`src/rtl/ahbl_excl_monitor_if.sv`:
```
// Bus bundle for the AHB-Lite exclusive-access monitor.
// Carries the upstream side (s_*, facing the arbiter's slave-side port) and the
// downstream side (m_*, facing the shared slave) as one connection.
//   slave  modport : view of the monitor itself (takes requests on s_*, drives m_*)
//   master modport : view of the surrounding fabric (arbiter + slave), directions reversed
// Parameters: W_ADDR address width, W_DATA data width.
interface ahbl_excl_monitor_if #(
   parameter int unsigned W_ADDR = 32,
   parameter int unsigned W_DATA = 32
);
   // upstream (arbiter side)
   logic              s_hready;
   logic              s_hready_resp;
   logic              s_hresp;
   logic [W_ADDR-1:0] s_haddr;
   logic              s_hwrite;
   logic [1:0]        s_htrans;
   logic [2:0]        s_hsize;
   logic [W_DATA-1:0] s_hwdata;
   logic [W_DATA-1:0] s_hrdata;
   logic              s_hexcl;
   logic [7:0]        s_hmaster;
   logic              s_hexokay;
   // downstream (shared slave side)
   logic              m_hready;
   logic              m_hready_resp;
   logic              m_hresp;
   logic [W_ADDR-1:0] m_haddr;
   logic              m_hwrite;
   logic [1:0]        m_htrans;
   logic [2:0]        m_hsize;
   logic [W_DATA-1:0] m_hwdata;
   logic [W_DATA-1:0] m_hrdata;

   modport slave (
      input  s_hready, s_haddr, s_hwrite, s_htrans, s_hsize, s_hwdata, s_hexcl, s_hmaster,
      input  m_hready_resp, m_hresp, m_hrdata,
      output s_hready_resp, s_hresp, s_hrdata, s_hexokay,
      output m_hready, m_haddr, m_hwrite, m_htrans, m_hsize, m_hwdata
   );

   modport master (
      output s_hready, s_haddr, s_hwrite, s_htrans, s_hsize, s_hwdata, s_hexcl, s_hmaster,
      output m_hready_resp, m_hresp, m_hrdata,
      input  s_hready_resp, s_hresp, s_hrdata, s_hexokay,
      input  m_hready, m_haddr, m_hwrite, m_htrans, m_hsize, m_hwdata
   );
endinterface

```
`src/rtl/ahbl_excl_monitor.sv`:
```
// Global exclusive-access monitor placed between an N:1 AHB-Lite arbiter and one
// shared slave. Holds one reservation granule per master (indexed by hmaster),
// produces hexokay in the data phase, and turns failing exclusive stores into
// IDLE cycles so they never reach the slave.
// Ports:
//   clk    clock
//   rst_n  asynchronous active-low reset
//   bus    ahbl_excl_monitor_if.slave: upstream s_* request/response and
//          downstream m_* pass-through (m_htrans forced IDLE for a failed store)
module ahbl_excl_monitor #(
   parameter int unsigned N_MASTERS    = 2,
   parameter int unsigned W_ADDR       = 32,
   parameter int unsigned W_DATA       = 32,
   parameter int unsigned GRANULE_LOG2 = 3
) (
   input  logic                   clk,
   input  logic                   rst_n,
   ahbl_excl_monitor_if.slave     bus
);

   localparam int unsigned W_GRAN = W_ADDR - GRANULE_LOG2;
   typedef logic [W_GRAN-1:0] gran_t;

   // reservations
   logic [N_MASTERS-1:0] resv_valid_q, resv_valid_d;
   gran_t                resv_gran_q [N_MASTERS];
   gran_t                resv_gran_d [N_MASTERS];

   // data-phase control captured at address-phase acceptance
   logic       dph_valid_q, dph_valid_d;
   logic       dph_excl_q,  dph_excl_d;
   logic       dph_write_q, dph_write_d;
   logic       dph_supp_q,  dph_supp_d;
   logic [7:0] dph_mst_q,   dph_mst_d;
   gran_t      dph_gran_q,  dph_gran_d;

   gran_t             addr_gran;
   logic              addr_accept;
   logic              dph_live;
   logic              dph_done;
   logic              excl_pass;
   logic              store_supp;
   logic [W_DATA-1:0] rdata;

   assign addr_gran   = bus.s_haddr[W_ADDR-1:GRANULE_LOG2];
   assign addr_accept = bus.s_hready & bus.s_htrans[1];

   // A suppressed store's data phase is answered locally; the slave is ignored.
   assign dph_live          = dph_valid_q & ~dph_supp_q;
   assign bus.s_hready_resp = dph_live ? bus.m_hready_resp : 1'b1;
   assign bus.s_hresp       = dph_live & bus.m_hresp;
   assign bus.s_hexokay     = dph_live & dph_excl_q & bus.m_hready_resp & ~bus.m_hresp;
   assign dph_done          = dph_valid_q & bus.s_hready_resp;

   // downstream pass-through
   assign rdata        = bus.m_hrdata;
   assign bus.s_hrdata = rdata;
   assign bus.m_hready = bus.s_hready;
   assign bus.m_haddr  = bus.s_haddr;
   assign bus.m_hwrite = bus.s_hwrite;
   assign bus.m_hsize  = bus.s_hsize;
   assign bus.m_hwdata = bus.s_hwdata;
   assign bus.m_htrans = store_supp ? 2'b00 : bus.s_htrans;

   // Reservation update when the current data phase completes.
   always_comb begin
      resv_valid_d = resv_valid_q;
      resv_gran_d  = resv_gran_q;
      if (dph_done) begin
         for (int unsigned i = 0; i < N_MASTERS; i++) begin
            if (dph_supp_q) begin
               if (dph_mst_q == 8'(i)) resv_valid_d[i] = 1'b0;
            end else if (dph_write_q) begin
               // any performed write kills matching granules, erroring or not
               if ((dph_mst_q == 8'(i)) || (resv_gran_q[i] == dph_gran_q)) begin
                  resv_valid_d[i] = 1'b0;
               end
            end else if (dph_excl_q && !bus.m_hresp && (dph_mst_q == 8'(i))) begin
               resv_valid_d[i] = 1'b1;
               resv_gran_d[i]  = dph_gran_q;
            end
         end
      end
   end

   // Store check sees the reservation as updated by a data phase completing in
   // the same cycle, so back-to-back LDREX/STREX works.
   always_comb begin
      excl_pass = 1'b0;
      for (int unsigned i = 0; i < N_MASTERS; i++) begin
         if ((bus.s_hmaster == 8'(i)) && resv_valid_d[i] && (resv_gran_d[i] == addr_gran)) begin
            excl_pass = 1'b1;
         end
      end
   end

   assign store_supp = addr_accept & bus.s_hexcl & bus.s_hwrite & ~excl_pass;

   always_comb begin
      dph_valid_d = dph_valid_q;
      dph_excl_d  = dph_excl_q;
      dph_write_d = dph_write_q;
      dph_supp_d  = dph_supp_q;
      dph_mst_d   = dph_mst_q;
      dph_gran_d  = dph_gran_q;
      if (bus.s_hready) begin
         dph_valid_d = addr_accept;
         dph_excl_d  = bus.s_hexcl;
         dph_write_d = bus.s_hwrite;
         dph_supp_d  = store_supp;
         dph_mst_d   = bus.s_hmaster;
         dph_gran_d  = addr_gran;
      end
   end

   always_ff @(posedge clk or negedge rst_n) begin
      if (!rst_n) begin
         resv_valid_q <= '0;
         for (int unsigned i = 0; i < N_MASTERS; i++) resv_gran_q[i] <= '0;
         dph_valid_q  <= 1'b0;
         dph_excl_q   <= 1'b0;
         dph_write_q  <= 1'b0;
         dph_supp_q   <= 1'b0;
         dph_mst_q    <= '0;
         dph_gran_q   <= '0;
      end else begin
         resv_valid_q <= resv_valid_d;
         resv_gran_q  <= resv_gran_d;
         dph_valid_q  <= dph_valid_d;
         dph_excl_q   <= dph_excl_d;
         dph_write_q  <= dph_write_d;
         dph_supp_q   <= dph_supp_d;
         dph_mst_q    <= dph_mst_d;
         dph_gran_q   <= dph_gran_d;
      end
   end

endmodule

```
`src/flat_wrapper.sv`:
```
// flat-port wrapper written by rule: the top's interface ports become plain ports
module ahbl_excl_monitor_flat 
#(
   parameter int unsigned N_MASTERS    = 2,
   parameter int unsigned W_ADDR       = 32,
   parameter int unsigned W_DATA       = 32,
   parameter int unsigned GRANULE_LOG2 = 3
)
  (clk, rst_n, bus_s_hready, bus_s_haddr, bus_s_hwrite, bus_s_htrans, bus_s_hsize, bus_s_hwdata, bus_s_hexcl, bus_s_hmaster, bus_m_hready_resp, bus_m_hresp, bus_m_hrdata, bus_s_hready_resp, bus_s_hresp, bus_s_hrdata, bus_s_hexokay, bus_m_hready, bus_m_haddr, bus_m_hwrite, bus_m_htrans, bus_m_hsize, bus_m_hwdata);
  ahbl_excl_monitor_if #(.W_ADDR(W_ADDR), .W_DATA(W_DATA)) bus_i ();
  input  logic clk;
  input  logic rst_n;
  input wire logic [$bits(bus_i.s_hready)-1:0] bus_s_hready;
  input wire logic [$bits(bus_i.s_haddr)-1:0] bus_s_haddr;
  input wire logic [$bits(bus_i.s_hwrite)-1:0] bus_s_hwrite;
  input wire logic [$bits(bus_i.s_htrans)-1:0] bus_s_htrans;
  input wire logic [$bits(bus_i.s_hsize)-1:0] bus_s_hsize;
  input wire logic [$bits(bus_i.s_hwdata)-1:0] bus_s_hwdata;
  input wire logic [$bits(bus_i.s_hexcl)-1:0] bus_s_hexcl;
  input wire logic [$bits(bus_i.s_hmaster)-1:0] bus_s_hmaster;
  input wire logic [$bits(bus_i.m_hready_resp)-1:0] bus_m_hready_resp;
  input wire logic [$bits(bus_i.m_hresp)-1:0] bus_m_hresp;
  input wire logic [$bits(bus_i.m_hrdata)-1:0] bus_m_hrdata;
  output wire logic [$bits(bus_i.s_hready_resp)-1:0] bus_s_hready_resp;
  output wire logic [$bits(bus_i.s_hresp)-1:0] bus_s_hresp;
  output wire logic [$bits(bus_i.s_hrdata)-1:0] bus_s_hrdata;
  output wire logic [$bits(bus_i.s_hexokay)-1:0] bus_s_hexokay;
  output wire logic [$bits(bus_i.m_hready)-1:0] bus_m_hready;
  output wire logic [$bits(bus_i.m_haddr)-1:0] bus_m_haddr;
  output wire logic [$bits(bus_i.m_hwrite)-1:0] bus_m_hwrite;
  output wire logic [$bits(bus_i.m_htrans)-1:0] bus_m_htrans;
  output wire logic [$bits(bus_i.m_hsize)-1:0] bus_m_hsize;
  output wire logic [$bits(bus_i.m_hwdata)-1:0] bus_m_hwdata;
  assign bus_i.s_hready = bus_s_hready;
  assign bus_i.s_haddr = bus_s_haddr;
  assign bus_i.s_hwrite = bus_s_hwrite;
  assign bus_i.s_htrans = bus_s_htrans;
  assign bus_i.s_hsize = bus_s_hsize;
  assign bus_i.s_hwdata = bus_s_hwdata;
  assign bus_i.s_hexcl = bus_s_hexcl;
  assign bus_i.s_hmaster = bus_s_hmaster;
  assign bus_i.m_hready_resp = bus_m_hready_resp;
  assign bus_i.m_hresp = bus_m_hresp;
  assign bus_i.m_hrdata = bus_m_hrdata;
  assign bus_s_hready_resp = bus_i.s_hready_resp;
  assign bus_s_hresp = bus_i.s_hresp;
  assign bus_s_hrdata = bus_i.s_hrdata;
  assign bus_s_hexokay = bus_i.s_hexokay;
  assign bus_m_hready = bus_i.m_hready;
  assign bus_m_haddr = bus_i.m_haddr;
  assign bus_m_hwrite = bus_i.m_hwrite;
  assign bus_m_htrans = bus_i.m_htrans;
  assign bus_m_hsize = bus_i.m_hsize;
  assign bus_m_hwdata = bus_i.m_hwdata;
  ahbl_excl_monitor #(.N_MASTERS(N_MASTERS), .W_ADDR(W_ADDR), .W_DATA(W_DATA), .GRANULE_LOG2(GRANULE_LOG2)) u_core (.clk(clk), .rst_n(rst_n), .bus(bus_i));
endmodule
```
`config.mk`:
```
export PLATFORM = sky130hd
export DESIGN_NAME = ahbl_excl_monitor_flat
export DESIGN_NICKNAME = d
export VERILOG_FILES = /design/src/rtl/ahbl_excl_monitor_if.sv /design/src/rtl/ahbl_excl_monitor.sv /design/src/flat_wrapper.sv
export SDC_FILE = /design/constraint.sdc
export NUM_CORES = 1
export LEC_CHECK = 0
export ABC_AREA = 0
export CAP_MARGIN = 0
export CORE_UTILIZATION = 46
export DETAILED_ROUTE_END_ITERATION = 16
export PLACE_DENSITY = 0.81
export SLEW_MARGIN = 20
export SYNTH_ARGS = -nofsm -noshare
export SYNTH_HDL_FRONTEND = slang
export SYNTH_SLANG_ARGS = --single-unit
export TNS_END_PERCENT = 1
```
`constraint.sdc`:
```
create_clock -name clk -period 4.5 [get_ports clk]
set_input_delay 0.45 -clock clk [delete_from_list [all_inputs] [get_ports clk]]
set_output_delay 0.45 -clock clk [all_outputs]
set_load 0.02 [all_outputs]
```
==> results.json <==
{
  "status": "finished clean",
  "chipWidth_um": 120.4,
  "syn_inst": 649,
  "wl_per_cell_um": 22.95,
  "fillCellCount": 1218,
  "cp_data_arrival_time_ps": 3930,
  "powerDensity_mw_per_mm2": 311.4,
  "ctsRootBufferMaster": "clkbuf_16",
  "rr_startpoint": "u_core.dph_mst_q[5]",
  "grt_overflow": 0,
  "synth_top_area_share_pct": 39.19,
  "grt_max_degree": 68,
  "dieArea_mm2": 0.01450,
  "r2r_slack_ps": 1180,
  "slew_headroom_pct": 40.73,
  "holdBufCountCts": 0,
  "yosys_warnings": 0,
  "hold_viol": 0,
  "synth_cell_types": 54,
  "critPathMaxStageDelay_ps": 540,
  "area_growth_pct": 12.30,
  "vdd_drop_max_uv": 259.1,
  "critPathMaxFanout": 5,
  "cts_tree": "built",
  "port_buffers": 81,
  "crit_chain": "clkdlybuf4s50_1 -> nand4bb_1 -> buf_4 -> nor4_4 -> clkdlybuf4s15_2 -> mux2_2 -> xnor2_1 -> nand4_1 -> or4_1 -> o21a_1 -> a21boi_1 -> clkdlybuf4s15_1",
  "io_pins": 222,
  "gr-usage-all-layers_pct": 27.18,
  "initial_core_util_pct": 47.94,
  "grt_first_pass_wirelength_um": 28600,
  "hpwlAfterDp_um": 14720,
  "rows": 42,
  "crit_type": "in2out",
  "placed_cells_incl_taps": 815,
  "netlist_area_mm2": 0.006450,
  "ys_seq_area_share_pct": 39.19,
  "vias": 4778,
  "power.total_w": 0.002256,
  "hold_path_class": "in2async",
  "via_per_inst": 5.736,
  "drt_iter0_drc": 524,
  "layout_min_cycle_time_ps": 4377,
  "max_freq_mhz": 228.5,
  "multi_input_area_mm2": 0.002912,
  "grt_pass1_vias": 4727,
  "core-area_mm2": 0.01345,
  "netlist_top_cells_area": "dfrtp_1 39%, buf_4 12%, mux2_2 10%",
  "numCtsBuffers": 9,
  "synth_edf_count": 0,
  "syn_nets": 765,
  "place_ws_ps": -103.2,
  "cts_sinks": 101,
  "layout-drive-gt1-share_pct": 19.48,
  "end_kind": "primary output",
  "clkLatencyLatePin_ps": 360,
  "total_leakage_power_nw": 3.129,
  "drv_slew": 0,
  "postSynthAreaPerCell_um2": 9.938,
  "start_kind": "primary input",
  "setup_viol": 0,
  "drtPass1Iterations": 5,
  "path_clk_slew_ps": 70,
  "h-tree-depth": 3,
  "ant_nets": 0,
  "async_reset_ff_share_pct": 100.0,
  "gp_congestion": 0.9618,
  "final_cells": 833,
  "layout_setup_ws_ps": 123.4,
  "skew_ps": 5.313,
  "clockBufferDepth": 2,
  "r2r-end": "u_core.dph_supp_q",
  "wl_um": 19120,
  "critPathRequiredTime_ps": 4050,
  "worstMarginPinSlew_ps": 889.1,
  "drc_errors": 0,
  "antenna_found_initial": 0,
  "diodes": 0,
  "yosysTopAreaCell": "dfrtp_1",
  "fin_crit_sh_pct": 97.26,
  "fin_util_pct": 53.84,
  "synth_ff_type": "dfrtp_1",
  "fin_nets": 768,
  "die_height_um": 120.4,
  "ff2ff_path_depth": 9,
  "register_area_mm2": 0.002527,
  "synth-seq-cells": 101,
  "drv_cap": 0,
  "slowest_stage": "or4_1"
}
[stage by stage]
stage                     hold slack (ps)  setup TNS (ps)  cell area, um2
after detailed placement            505.9          -163.2            6892
after floorplan                     154.4               0            6450
after global routing                295.5          -29.59            7243
after CTS                           247.8               0            7213
final                               217.0               0            7243
after global placement              492.2          -105.3            6892
[metal layers]
| layer | wire length, um | track usage [%] | part of all wire (%) | vias up |
|---|---|---|---|---|
| li1 | - | - | - | 2139 |
| met1 | 8462 | 37.48 | 44 | 2407 |
| met2 | 8561 | 40.77 | 45 | 191 |
| met3 | 1411 | 6.604 | 7.4 | 41 |
| met4 | 680 | 11.19 | 3.6 | 0 |
| met5 | 0 | 0 | 0 | - |
[placed cells by master, fill, tap and decap left out, types with 2 or more instances in the layout]
master,synthesis,routed
mux2i_1,7,7
a221oi_1,4,4
xnor2_1,75,75
inv_1,40,40
a21boi_1,2,2
o2bb2ai_1,2,2
or4_4,3,3
a2111oi_1,0,2
o21ai_1,4,4
dfrtp_1,101,101
a21oi_1,10,10
nor2_2,2,2
nand3_1,13,13
mux2_2,60,60
bufinv_16,0,2
a222oi_1,2,2
nor4_4,1,2
o21ai_2,2,2
nand4_1,17,17
clkinv_2,0,3
or3_1,3,3
xor2_1,17,17
nand2b_1,6,6
o22ai_1,16,16
nor3_1,6,6
or4_1,5,5
a2bb2oi_1,3,3
nand2_1,41,41
clkbuf_16,0,9
a2111oi_0,5,3
nor4_1,9,8
nor2b_1,9,9
clkdlybuf4s50_1,0,77
a22o_1,4,4
and2_1,2,2
nor2_1,3,3
buf_4,101,38
o2111ai_1,5,5
o21ai_0,26,26
[worst max path at each step]
stage / startpoint / end / slack (ps) / cells past startpoint
finish: bus_m_hresp / bus_m_htrans[1] / 120 / 12
global route: bus_m_hresp / bus_m_htrans[1] / -30 / 12
CTS: u_core.dph_mst_q[5] / bus_m_htrans[1] / 160 / 10
detailed placement: bus_m_hresp / bus_m_htrans[1] / -100 / 12
global placement: bus_m_hresp / bus_m_htrans[1] / -50 / 10
floorplan: u_core.dph_mst_q[5] / bus_m_htrans[0] / 830 / 9
[power by group]
part	total [W]	leakage [nW]	switching (W)	internal, W
Combinational	0.000377	1.67	0.000196	0.000181
Clock	0.000855	0.163	0.000354	0.000502
Sequential	0.00102	1.30	0.0000766	0.000947
Total	0.00226	3.13	0.000626	0.00163
[worst max-delay path: cells and delay by family]
family | cells | cell delay, ps
muxes | 1 | 380
AOI/OAI and AO/OA | 2 | 400
and+or+nand+nor | 4 | 1260
buffers and inverters | 4 | 1290
xor gates and xnor gates | 1 | 160
[repair_timing]
item                                    4_1_cts  5_1_grt
hold endpoints to repair                      0        0
gates resized for setup                       3        3
setup buffers                                 0        1
endpoints found under the setup margin        2        2
gates cloned                                  0        1
[area by class of cell]
class	count	area share, %
clock buffers	10	3.299
clock inverters	6	1.157
inverters	40	2.073
multi-input cells	380	40.20
flip-flops and latches	101	34.89
well taps	176	3.040
repair buffers	120	15.34
[logic make-up after synthesis]
logic type | count (synthesis) | synth area share (%)
simple gates | 129 | 11.29
compound gates | 92 | 9.525
flops | 101 | 39.19
xor+xnor | 92 | 12.49
mux | 67 | 11.56
buf+inv | 168 | 15.95
[registers in the layout, summed over array words and instances (netlist names)]
signal,flops
u_core.dph_excl_q,1
u_core.resv_gran_q,58
u_core.dph_valid_q,1
u_core.resv_valid_q,2
u_core.dph_write_q,1
u_core.dph_mst_q,8
u_core.dph_supp_q,1
u_core.dph_gran_q,29
[Yosys cell counts (4+ instances only)]
library cell  count
dfrtp_1         101
o22ai_1          16
o21ai_0          26
buf_4           101
xnor2_1          75
a221oi_1          4
a22o_1            4
nor4_1            9
nand3_1          13
mux2_2           60
nand4_1          17
clkbuf_1         19
nor2b_1           9
nand2b_1          6
mux2i_1           7
nor3_1            6
xor2_1           17
inv_1            40
o21ai_1           4
a21oi_1          10
a2111oi_0         5
o2111ai_1         5
nand2_1          41
or4_1             5
Note: power is estimated with default switching activity, not from simulation.
